==> config.mk <==
export PLATFORM = sky130hd
export DESIGN_NAME = uart_tx_arbiter_flat
export DESIGN_NICKNAME = d
export VERILOG_FILES = /design/src/rtl/uart_tx_arbiter_if.sv /design/src/rtl/uart_tx_arbiter.sv /design/src/flat_wrapper.sv
export SDC_FILE = /design/constraint.sdc
export NUM_CORES = 1
export LEC_CHECK = 0
export BUFFER_PORTS_ARGS = -buffer_cell sky130_fd_sc_hd__buf_2
export CORE_UTILIZATION = 40
export CTS_BUF_LIST = sky130_fd_sc_hd__clkbuf_4 sky130_fd_sc_hd__clkbuf_8 sky130_fd_sc_hd__clkbuf_16
export DETAILED_ROUTE_END_ITERATION = 10
export PLACE_DENSITY = 0.78
export SYNTH_ARGS = -nofsm -noshare
export SYNTH_HDL_FRONTEND = slang
export SYNTH_SLANG_ARGS = --single-unit
==> constraint.sdc <==
create_clock -name clk -period 2.8 [get_ports clk]
set_input_delay 0.28 -clock clk [delete_from_list [all_inputs] [get_ports clk]]
set_output_delay 0.28 -clock clk [all_outputs]
set_load 0.05 [all_outputs]
==> src/rtl/uart_tx_arbiter_if.sv <==
// uart_tx_arbiter_if: producer request bus plus the uart_tx start/done handshake.
// The master modport belongs to the arbiter. The slave modport is for the producers and serializer side.
interface uart_tx_arbiter_if #(
    parameter int NREQ = 4,
    parameter int DBIT = 8
);
    logic [NREQ-1:0]      req;
    logic [NREQ*DBIT-1:0] req_data;
    logic [NREQ-1:0]      ack;
    logic [NREQ-1:0]      grant;
    logic                 busy;
    logic                 tx_start;
    logic [DBIT-1:0]      tx_din;
    logic                 tx_done_tick;

    modport master (
        input  req, req_data, tx_done_tick,
        output ack, grant, busy, tx_start, tx_din
    );

    modport slave (
        output req, req_data, tx_done_tick,
        input  ack, grant, busy, tx_start, tx_din
    );
endinterface

==> src/rtl/uart_tx_arbiter.sv <==
// uart_tx_arbiter: round-robin sharing of one uart_tx serializer between NREQ byte producers.
// Each grant sends one byte and acknowledges the owning requester when the byte's
// tx_done_tick arrives.
// Optional macro UART_ARB_HDR_EN: each grant first sends a header byte (HDR_BASE | winner)
// and then the data byte.
module uart_tx_arbiter #(
    parameter int              NREQ     = 4,
    parameter int              DBIT     = 8,
    parameter logic [DBIT-1:0] HDR_BASE = 'hA0
) (
    input  logic               clk,
    input  logic               reset_n,
    uart_tx_arbiter_if.master  bus
);
    localparam int            IW   = (NREQ > 1) ? $clog2(NREQ) : 1;
    localparam logic [IW-1:0] LAST = IW'(NREQ - 1);
    localparam logic [IW-1:0] ONE  = IW'(1);

    // Configuration sanity: requester count range and header base alignment
    if (NREQ < 2 || NREQ > 8 || HDR_BASE[IW-1:0] != '0) begin : g_cfg_err
        $error("uart_tx_arbiter: NREQ must be 2..8 and HDR_BASE low index bits must be 0");
    end

    typedef enum logic [1:0] {
        S_IDLE      = 2'd0,
`ifdef UART_ARB_HDR_EN
        S_HDR_WAIT  = 2'd1,
`endif
        S_DATA_WAIT = 2'd2
    } state_t;

    state_t          r_state;
    logic [IW-1:0]   r_ptr;
    logic [IW-1:0]   r_win;
    logic [NREQ-1:0] r_ack;
    logic [NREQ-1:0] r_grant;
    logic            r_tx_start;
    logic [DBIT-1:0] r_tx_din;
`ifdef UART_ARB_HDR_EN
    logic [DBIT-1:0] r_data;
`endif

    logic [NREQ-1:0] w_elig;
    logic            w_found;
    logic [IW-1:0]   w_win;
    logic [IW-1:0]   w_idx;
    logic [DBIT-1:0] w_data;
    logic [NREQ-1:0] w_onehot;

    // The requester being acked this cycle is not eligible, so it cannot be re-granted in its ack cycle
    assign w_elig   = bus.req & ~r_ack;
    assign w_data   = bus.req_data[w_win*DBIT +: DBIT];
    assign w_onehot = NREQ'(1) << w_win;

    // Round-robin search starting one past the pointer, with explicit wrap at NREQ-1
    always_comb begin
        w_found = 1'b0;
        w_win   = '0;
        w_idx   = r_ptr;
        for (int unsigned k = 0; k < NREQ; k++) begin
            w_idx = (w_idx == LAST) ? '0 : w_idx + ONE;
            if (!w_found && w_elig[w_idx]) begin
                w_found = 1'b1;
                w_win   = w_idx;
            end
        end
    end

    // Grant FSM with registered ack/grant/tx_start/tx_din; a tx_done_tick in IDLE is ignored
    always_ff @(posedge clk or negedge reset_n) begin
        if (!reset_n) begin
            r_state    <= S_IDLE;
            r_ptr      <= LAST;
            r_win      <= '0;
            r_ack      <= '0;
            r_grant    <= '0;
            r_tx_start <= 1'b0;
            r_tx_din   <= '0;
`ifdef UART_ARB_HDR_EN
            r_data     <= '0;
`endif
        end else begin
            r_ack      <= '0;
            r_tx_start <= 1'b0;
            case (r_state)
                S_IDLE: begin
                    if (w_found) begin
                        r_grant    <= w_onehot;
                        r_ptr      <= w_win;
                        r_win      <= w_win;
                        r_tx_start <= 1'b1;
`ifdef UART_ARB_HDR_EN
                        r_tx_din   <= HDR_BASE | DBIT'(w_win);
                        r_data     <= w_data;
                        r_state    <= S_HDR_WAIT;
`else
                        r_tx_din   <= w_data;
                        r_state    <= S_DATA_WAIT;
`endif
                    end
                end
`ifdef UART_ARB_HDR_EN
                S_HDR_WAIT: begin
                    if (bus.tx_done_tick) begin
                        r_tx_din   <= r_data;
                        r_tx_start <= 1'b1;
                        r_state    <= S_DATA_WAIT;
                    end
                end
`endif
                S_DATA_WAIT: begin
                    if (bus.tx_done_tick) begin
                        r_ack[r_win] <= 1'b1;
                        r_grant      <= '0;
                        r_state      <= S_IDLE;
                    end
                end
                default: r_state <= S_IDLE;
            endcase
        end
    end

    assign bus.ack      = r_ack;
    assign bus.grant    = r_grant;
    assign bus.tx_start = r_tx_start;
    assign bus.tx_din   = r_tx_din;
    assign bus.busy     = (r_state != S_IDLE);
endmodule

==> src/flat_wrapper.sv <==
// flat-port wrapper written by rule: the top's interface ports become plain ports
module uart_tx_arbiter_flat 
#(
    parameter int              NREQ     = 4,
    parameter int              DBIT     = 8,
    parameter logic [DBIT-1:0] HDR_BASE = 'hA0
)
  (clk, reset_n, bus_req, bus_req_data, bus_tx_done_tick, bus_ack, bus_grant, bus_busy, bus_tx_start, bus_tx_din);
  uart_tx_arbiter_if #(.NREQ(NREQ), .DBIT(DBIT)) bus_i ();
  input  logic clk;
  input  logic reset_n;
  input wire logic [$bits(bus_i.req)-1:0] bus_req;
  input wire logic [$bits(bus_i.req_data)-1:0] bus_req_data;
  input wire logic [$bits(bus_i.tx_done_tick)-1:0] bus_tx_done_tick;
  output wire logic [$bits(bus_i.ack)-1:0] bus_ack;
  output wire logic [$bits(bus_i.grant)-1:0] bus_grant;
  output wire logic [$bits(bus_i.busy)-1:0] bus_busy;
  output wire logic [$bits(bus_i.tx_start)-1:0] bus_tx_start;
  output wire logic [$bits(bus_i.tx_din)-1:0] bus_tx_din;
  assign bus_i.req = bus_req;
  assign bus_i.req_data = bus_req_data;
  assign bus_i.tx_done_tick = bus_tx_done_tick;
  assign bus_ack = bus_i.ack;
  assign bus_grant = bus_i.grant;
  assign bus_busy = bus_i.busy;
  assign bus_tx_start = bus_i.tx_start;
  assign bus_tx_din = bus_i.tx_din;
  uart_tx_arbiter #(.NREQ(NREQ), .DBIT(DBIT), .HDR_BASE(HDR_BASE)) u_core (.clk(clk), .reset_n(reset_n), .bus(bus_i));
endmodule
==> run metrics, run 1 <==
status=complete, no violations; ant diodes=0; Rows=19; CP Cell Sequence=ha_1, inv_1, o221ai_2, a22oi_4, mux2_1, a221o_1; initial core utilization=0.423; drt first pass iters=4; drt wl/cell=14.8 um; WHS Path Cells=2; PwrDens=1080 nW/um2; minimum clock period=2.25 ns; final hold viol count=0; Die Y=56.0 um; post-placement cell area=1460 um2; Leak=0.000770 uW; post-synthesis sequential area ratio=0.474; cell count after placement=183; Post-CTS Resized=0; VDD IR max=0.000668 V; total number of vias=1057; YS warnings=0; die area=3140 um2; TritonCTS Buffers=3; fillers=241; Final Cycle Share=0.802; vias in the first global route=1042; WP data arrival=2.45 ns; CTS tree=built; Mean Syn Cell Area=11.7 um2; Syn Inst Count=100; setup TNS=0 ns; Unique masters post-synth=33; slowest stage delay, CP=0.57 ns; root buffer cell=clkbuf_4; total power=1630 uW; CP Class=reg -> reg; Setup violations, final=0; # DRC=0; Top Ports=57; Routed Antenna Nets=0; GRT Total Usage=0.188; Seq cells post-synth=22; Crit. End Element=register; clk_skew=0.00509 ns; proportion of layout cells with a drive suffix above 1=0.459; final max-slew violation count=0; detailed-route wire length=2780 um; Congestion Overflow GR=0; Final Non-Filler Cells=188; first-pass GRT wire length=4700 um; first-iteration detailed-routing DRC count=27; Fmax=445 MHz; port bufs=56; Sink Count=22; worst-skew pair later-pin latency=0.30 ns; critical path peak fanout=10; Max Cap Viol=0; routed vias/inst=5.62; Clock Tree Buf Depth=2; layout net count=198; R2R cell count=6; Worst Path Required=3.00 ns; CP startpoint kind=register; top post-synthesis cells by area=dfrtp_1, mux2_1, a221o_1; final instance area=1500 um2; syn_nets=140; synthesized area=1170 um2; Detailed Place HPWL=2020 um; worst slew pin tran=0.760 ns; core area=2760 um2; GP Congestion=0.845; leading area contributor after synthesis=dfrtp_1; initial antenna violation count=0; Slew headroom=0.492; largest net degree at the start of global routing=23; RSZ-0062 raised after global routing=false; chip width=56.0 um; Worst path slowest cell=dfstp_2; htree depth=1; Area Overhead vs Synth=28.9%; Hold Path Class=in -> reg; top cell type's share of synthesized area=0.429; Reg clk slew, reported paths=0.12 ns
[final timing paths]
path,from,end,slack [ns]
worst max-delay path,u_core.r_ptr[0],u_core.bus.tx_din[3],0.55
worst min-delay path,bus_req_data[7],u_core.bus.tx_din[7],0.19
worst max register to register,u_core.r_ptr[0],u_core.bus.tx_din[3],0.55
worst min register to register,u_core.r_ptr[0],u_core.r_ptr[0],0.50
max in group asynchronous,reset_n,u_core.r_ptr[0],1.98
min in group asynchronous,reset_n,u_core.bus.tx_din[5],0.46
[stage by stage]
| stage | util | hold WS, ns | setup slack, ns |
|---|---|---|---|
| after CTS | 0.545 | 0.195 | 0.555 |
| after global placement | 0.530 | 0.261 | 0.638 |
| after floorplan | - | -0.0156 | 0.688 |
| after global routing | 0.545 | 0.187 | 0.450 |
| after detailed placement | 0.530 | 0.271 | 0.576 |
| final | 0.545 | 0.193 | 0.555 |
[routing by layer]
layer | GRT usage | part of all wire
met1 | 0.237 | 0.41
met3 | 0.0209 | 0.037
met4 | 0.0557 | 0.0065
met5 | 0 | 0
met2 | 0.337 | 0.54
[cells in the final DEF, fill, tap and decap left out, drive strengths merged, types with 2 or more instances in the layout]
cell	Yosys	layout
buf	5	57
dfrtp	20	20
nand2	8	8
mux2	8	8
a22o	8	8
a221o	8	8
nand2b	6	6
o21a	4	4
clkbuf	0	4
nor2	4	4
o21ai	3	3
o221ai	3	3
nor3b	2	2
inv	2	2
nor2b	2	2
nand3	2	2
a21o	2	2
a31o	2	2
dfstp	2	2
[synthesized netlist by cell type]
cell / instances
mux2_1: 8
a22o_1: 8
nand2b_1: 4
o21ai_0: 3
a22oi_4: 1
nand3_1: 2
a21oi_1: 1
buf_2: 3
buf_1: 1
nor2_1: 3
and4_1: 1
buf_6: 1
dfstp_2: 2
nand4_1: 1
ha_1: 1
a211oi_2: 1
nor3b_1: 2
a21o_1: 2
dfrtp_1: 20
o211ai_1: 1
a221o_1: 8
a31o_2: 2
nand2_1: 8
nand2b_4: 1
o221ai_2: 2
nor2_2: 1
o221ai_1: 1
nand2b_2: 1
inv_1: 2
o31ai_1: 1
nor2b_1: 2
nor3_1: 1
o21a_1: 4
[power breakdown]
| part | internal, uW | switching, uW |
|---|---|---|
| Combinational | 327 | 627 |
| Clock | 65.2 | 95.3 |
| Sequential | 440 | 74.9 |
[cell families after synthesis]
logic type,share of synthesized area
flip-flops,0.474
AND/OR/NAND/NOR,0.131
AO/OA/AOI/OAI,0.275
adder cells (fa/ha/maj),0.0107
buffers and inverters,0.0322
multiplexers,0.0773
[repair_timing]
action	4_1_cts	5_1_grt
buffers inserted	0	0
endpoints found under the hold margin	20	0
hold buffers	1	0
[layout make-up]
| class | count | area [um2] | share of cell area |
|---|---|---|---|
| clock buffers | 4 | 30.0 | 0.0200 |
| inverters | 2 | 7.51 | 0.00500 |
| multi-input cells | 71 | 576 | 0.383 |
| flip-flops and latches | 22 | 553 | 0.368 |
| well taps | 31 | 38.8 | 0.0258 |
| repair buffers | 58 | 298 | 0.198 |
[sequential cells by signal, indices dropped and copies added (netlist names)]
register / flops
u_core.bus.grant: 4
u_core.bus.tx_din: 8
u_core.bus.tx_start: 1
u_core.r_state: 1
u_core.bus.ack: 4
u_core.r_win: 2
u_core.r_ptr: 2
[worst max-delay path: cells and delay by family, from the launching register on]
family,cells,cell delay (ns)
adders and majority gates,1,0.28
DFF,1,0.57
AOI/OAI and AO/OA,3,0.78
buffers and inverters,1,0.13
muxes,1,0.38
(Power assumes the default switching activity.)
==> inputs of run 2 (changes only) <==
--- a/config.mk
+++ b/config.mk
@@ -9,7 +9,7 @@
 export CORE_UTILIZATION = 40
 export CTS_BUF_LIST = sky130_fd_sc_hd__clkbuf_4 sky130_fd_sc_hd__clkbuf_8 sky130_fd_sc_hd__clkbuf_16
 export DETAILED_ROUTE_END_ITERATION = 10
-export PLACE_DENSITY = 0.78
+export PLACE_DENSITY = 0.81
 export SYNTH_ARGS = -nofsm -noshare
 export SYNTH_HDL_FRONTEND = slang
 export SYNTH_SLANG_ARGS = --single-unit
==> constraint.sdc (replaced) <==
create_clock -name clk -period 2 [get_ports clk]
set_input_delay 0.2 -clock clk [delete_from_list [all_inputs] [get_ports clk]]
set_output_delay 0.2 -clock clk [all_outputs]
set_load 0.05 [all_outputs]
==> run 2 against run 1 <==
Against the previous run:
- the flow now finishes with violations (negative setup slack)
- hold slack got worse by 0.077 ns
- die area unchanged
- combinational power increased by 88%
- clock power increased by 52%
- critical path depth increased by 1
- worst setup slack got worse by 0.60 ns
- global-route usage increased by 1.4 points
- critical endpoint is now u_core.bus.tx_din[1]
- largest power group unchanged
==> run metrics, run 2 (synthesized netlist as in run 1, its figures left out) <==
status=finished with violations; failing checks=negative setup slack; Setup violations, final=7; Hold Path Class=in -> reg; most common cell after layout, fill and taps aside=buf_2; core area=2760 um2; routed vias/inst=5.64; FF-to-FF setup slack=-0.05 ns; Crit. End Element=register; Largest register FFs=8; drt first pass iters=4; minimum clock period=2.05 ns; proportion of layout cells with a drive suffix above 1=0.583; # DRC=0; Sink Count=22; VDD IR max=0.000992 V; Routed Antenna Nets=0; root buffer cell=clkbuf_4; highest-count cells in the layout ignoring fill and taps=buf_2, dfrtp_1, buf_4; Setup WS post-layout=-0.0489 ns; Top Ports=57; Rows=19; Slew headroom=0.670; initial core utilization=0.423; Congestion Overflow GR=0; Worst path slowest cell=dfstp_2; CP Launch Point=u_core.r_ptr[1]; port bufs=56; total power=2770 uW; CP Class=reg -> reg; Die Y=56.0 um; PwrDens=1660 nW/um2; Reg clk slew, reported paths=0.12 ns; layout net count=209; critical path peak fanout=7; Area Overhead vs Synth=42.8%; first-pass GRT wire length=4930 um; first-iteration detailed-routing DRC count=46; Fmax=488 MHz; clk_skew=0.00743 ns; detailed-route wire length=3170 um; ant diodes=0; Worst Path Required=2.20 ns; Hold Path Origin=bus_req_data[0]; slowest stage delay, CP=0.58 ns; drt wl/cell=15.9 um; total number of vias=1122; Detailed Place HPWL=2350 um; initial antenna violation count=0; CP startpoint kind=register; Leak=0.000858 uW; Hold Path End=u_core.bus.tx_din[0]; WP data arrival=2.25 ns; RSZ-0062 raised after global routing=true; R2R Path Start=u_core.r_ptr[1]; Final Cycle Share=1.02; CTS tree=built; TritonCTS Buffers=3; chip width=56.0 um; final hold viol count=0; GRT Total Usage=0.201; worst-skew pair later-pin latency=0.30 ns; largest net degree at the start of global routing=23; critical path's top delay family=compound AO/OA/AOI/OAI gates; die area=3140 um2; htree depth=1; WHS Path Cells=2; Max Cap Viol=0; R2R cell count=7; Clock Tree Buf Depth=2; worst slew pin tran=0.494 ns; buffers and inverters on the worst path=2; DP Worst Slack=-0.109 ns; CP Cell Sequence=ha_4, inv_2, o221ai_2, a22oi_4, buf_12, mux2_4, a221o_1; vias in the first global route=1155; r2r endpoint=u_core.bus.tx_din[1]; final max-slew violation count=0; GP Congestion=0.746
[run 2: metrics by stage]
step                      instances  hold slack [ns]   util  instance area, um2  setup TNS (ns)
final                           199            0.116  0.604                1670          -0.218
after global routing            199            0.103  0.604                1670          -0.484
after CTS                       197            0.112  0.587                1620         -0.0540
after detailed placement        190            0.193  0.555                1530          -0.776
after global placement          190            0.177  0.555                1530         -0.0987
after floorplan                 100          -0.0956      -                1180               0
[run 2: per-layer routing]
layer	share of wire	global-route usage	up-vias
met4	0.020	0.0941	0
met5	0	0	-
met3	0.040	0.0326	8
met1	0.39	0.224	546
met2	0.55	0.371	41
li1	-	-	527
[run 2: final cells by class]
| type | instances | area (um2) |
|---|---|---|
| flip-flops and latches | 22 | 557 |
| clock buffers | 4 | 36.3 |
| well taps | 31 | 38.8 |
| fillers | 228 | 1090 |
| inverters | 2 | 7.51 |
| repair buffers | 69 | 397 |
| multi-input cells | 71 | 629 |
[run 2: power breakdown]
group | leakage [uW] | switching [uW] | total (uW) | internal, uW
clock network | 0.0000210 | 133 | 244 | 111
logic | 0.000563 | 1000 | 1790 | 786
registers | 0.000273 | 117 | 736 | 619
total | 0.000858 | 1250 | 2770 | 1520
[run 2: worst max path at each step]
stage / cells past startpoint / to
after CTS: 7 / u_core.bus.tx_din[7]
after floorplan: 6 / u_core.bus.tx_din[0]
after global routing: 7 / u_core.bus.tx_din[1]
final: 7 / u_core.bus.tx_din[1]
after detailed placement: 7 / u_core.bus.tx_din[6]
after global placement: 7 / u_core.bus.tx_din[5]
[run 2: timing repair]
action / in CTS / in global routing
resized for setup: 3 / 9
hold buffers: 1 / 0
hold endpoints to repair: 20 / 0
pin swaps: 3 / 8
setup buffers: 2 / 2
endpoints found under the setup margin: 10 / 8
==> inputs of run 3 (changes only) <==
--- a/config.mk
+++ b/config.mk
@@ -10,6 +10,8 @@
 export CTS_BUF_LIST = sky130_fd_sc_hd__clkbuf_4 sky130_fd_sc_hd__clkbuf_8 sky130_fd_sc_hd__clkbuf_16
 export DETAILED_ROUTE_END_ITERATION = 10
 export PLACE_DENSITY = 0.81
+export REMOVE_ABC_BUFFERS = 1
+export SKIP_CTS_REPAIR_TIMING = 1
 export SYNTH_ARGS = -nofsm -noshare
 export SYNTH_HDL_FRONTEND = slang
 export SYNTH_SLANG_ARGS = --single-unit
==> run 3 against run 2 <==
Against the previous run:
- via count fell by 0.80%
- final cell count fell by 0.50%
- sequential share of layout area shrank 0.84 points
- the run still ends with negative setup slack left
- clock skew rose by 0.0093 ns
- worst setup slack worse by 0.020 ns
- core utilization up 1.1 points
- critical endpoint is now u_core.bus.tx_din[2]
- combinational power increased by 3%
- largest power group unchanged
- first-iteration DRC count is 26% higher
- wire length is 0.66% higher
==> run metrics, run 3 (synthesized netlist as in run 1, its figures left out) <==
status=finished with violations; failing checks=negative setup slack; DP Worst Slack=-0.138 ns; WP data arrival=2.28 ns; root buffer cell=clkbuf_4; vias in the first global route=1036; Largest register FFs=8; routed vias/inst=5.62; Clock Tree Buf Depth=2; total number of vias=1113; port bufs=56; GRT Total Usage=0.184; RSZ-0062 raised after global routing=true; Setup violations, final=8; first-pass GRT wire length=4680 um; minimum clock period=2.07 ns; Area Overhead vs Synth=45.5%; Worst Path Required=2.22 ns; proportion of layout cells with a drive suffix above 1=0.557; PwrDens=1720 nW/um2; fillers=225; clk_skew=0.0167 ns; CTS tree=built; Setup WS post-layout=-0.0687 ns; Hold Path Class=in -> reg; chip width=56.0 um; core area=2760 um2; cell count after placement=190; layout net count=208; CP startpoint kind=register; Reg clk slew, reported paths=0.14 ns; first-iteration detailed-routing DRC count=58; Slew headroom=0.653; Rows=19; worst slew pin tran=0.519 ns; Die Y=56.0 um; Crit. End Element=register; ant diodes=0; initial core utilization=0.423; critical path peak fanout=4; final core occ=0.615; # DRC=0; Top Ports=57; GP Congestion=0.813; Final Non-Filler Cells=198; htree depth=1; Routed Antenna Nets=0; drt wl/cell=16.1 um; final max-slew violation count=0; final hold viol count=0; Sink Count=22; Detailed Place HPWL=2150 um; highest-count cells in the layout ignoring fill and taps=buf_2, dfrtp_1, buf_4; VDD IR max=0.00103 V; initial antenna violation count=0; Congestion Overflow GR=0; drt first pass iters=4; Final Cycle Share=1.03; Leak=0.000871 uW; total power=2920 uW; detailed-route wire length=3190 um; Fmax=483 MHz; TritonCTS Buffers=3; Max Cap Viol=0; hold_ws=0.103 ns; die area=3140 um2; CP Class=reg -> reg; largest net degree at the start of global routing=23; worst-skew pair later-pin latency=0.31 ns; most common cell after layout, fill and taps aside=buf_2
==> run 3: cell count changes in the layout (fill, tap and decap cells not counted) <==
cell       previous run  this run
o21a_1                3         4
inv_4                 0         1
buf_4                10         9
clkbuf_16             0         1
o21a_2                1         0
o221ai_2              2         1
o221ai_4              0         1
buf_6                 1         0
bufinv_16             0         1
dfrtp_2               3         0
inv_2                 1         0
clkbuf_8              1         0
dfrtp_1              17        20
==> run 3: critical path, stage by stage (launching register included) <==
cell and delay, ns:
dfstp_2 0.59, ha_4 0.22, inv_4 0.06, o221ai_4 0.09, a22oi_4 0.23, clkbuf_16 0.19
mux2_4 0.29, a221o_1 0.30
==> run 3: final timing paths <==
| path | to | cells past startpoint | from | slack, ns |
|---|---|---|---|---|
| max | u_core.bus.tx_din[2] | 7 | u_core.r_ptr[1] | -0.07 |
| min in group asynchronous | u_core.bus.grant[2] | 2 | reset_n | 0.37 |
| max in group asynchronous | u_core.r_ptr[1] | 2 | reset_n | 1.27 |
| min | u_core.bus.tx_din[0] | 2 | bus_req_data[0] | 0.10 |
| min reg2reg | u_core.bus.ack[2] | 1 | u_core.r_win[0] | 0.51 |
| max reg2reg | u_core.bus.tx_din[2] | 7 | u_core.r_ptr[1] | -0.07 |
==> run 3: power by group <==
group          total, uW  internal [uW]  leakage (uW)  switching, uW
Clock                344            203     0.0000279            141
Sequential           733            617      0.000278            116
Combinational       1840            821      0.000565           1020
==> run 3: stage by stage <==
step                      TNS (ns)  area [um2]
after floorplan              -1.20        1140
after global placement      -0.403        1520
after detailed placement    -0.977        1520
after CTS                    -1.05        1570
after global routing         -1.05        1700
final                       -0.401        1700
==> run 3: cell type report <==
type | count | area [um2] | area share
clock buffer | 3 | 22.5 | 0.0133
timing repair buffer | 68 | 403 | 0.237
tap | 31 | 38.8 | 0.0229
multi-input combinational | 71 | 639 | 0.377
inverter | 2 | 10.0 | 0.00590
clock inverter | 1 | 30.0 | 0.0177
sequential | 22 | 553 | 0.326
==> run 3: routing by layer <==
metal | part of all wire | up-vias | wire length (um) | GRT usage
li1 | - | 521 | - | -
met1 | 0.43 | 548 | 1370 | 0.256
met2 | 0.51 | 42 | 1640 | 0.306
met3 | 0.053 | 2 | 170 | 0.0279
met4 | 0.0044 | 0 | 14 | 0.0383
met5 | 0 | - | 0 | 0
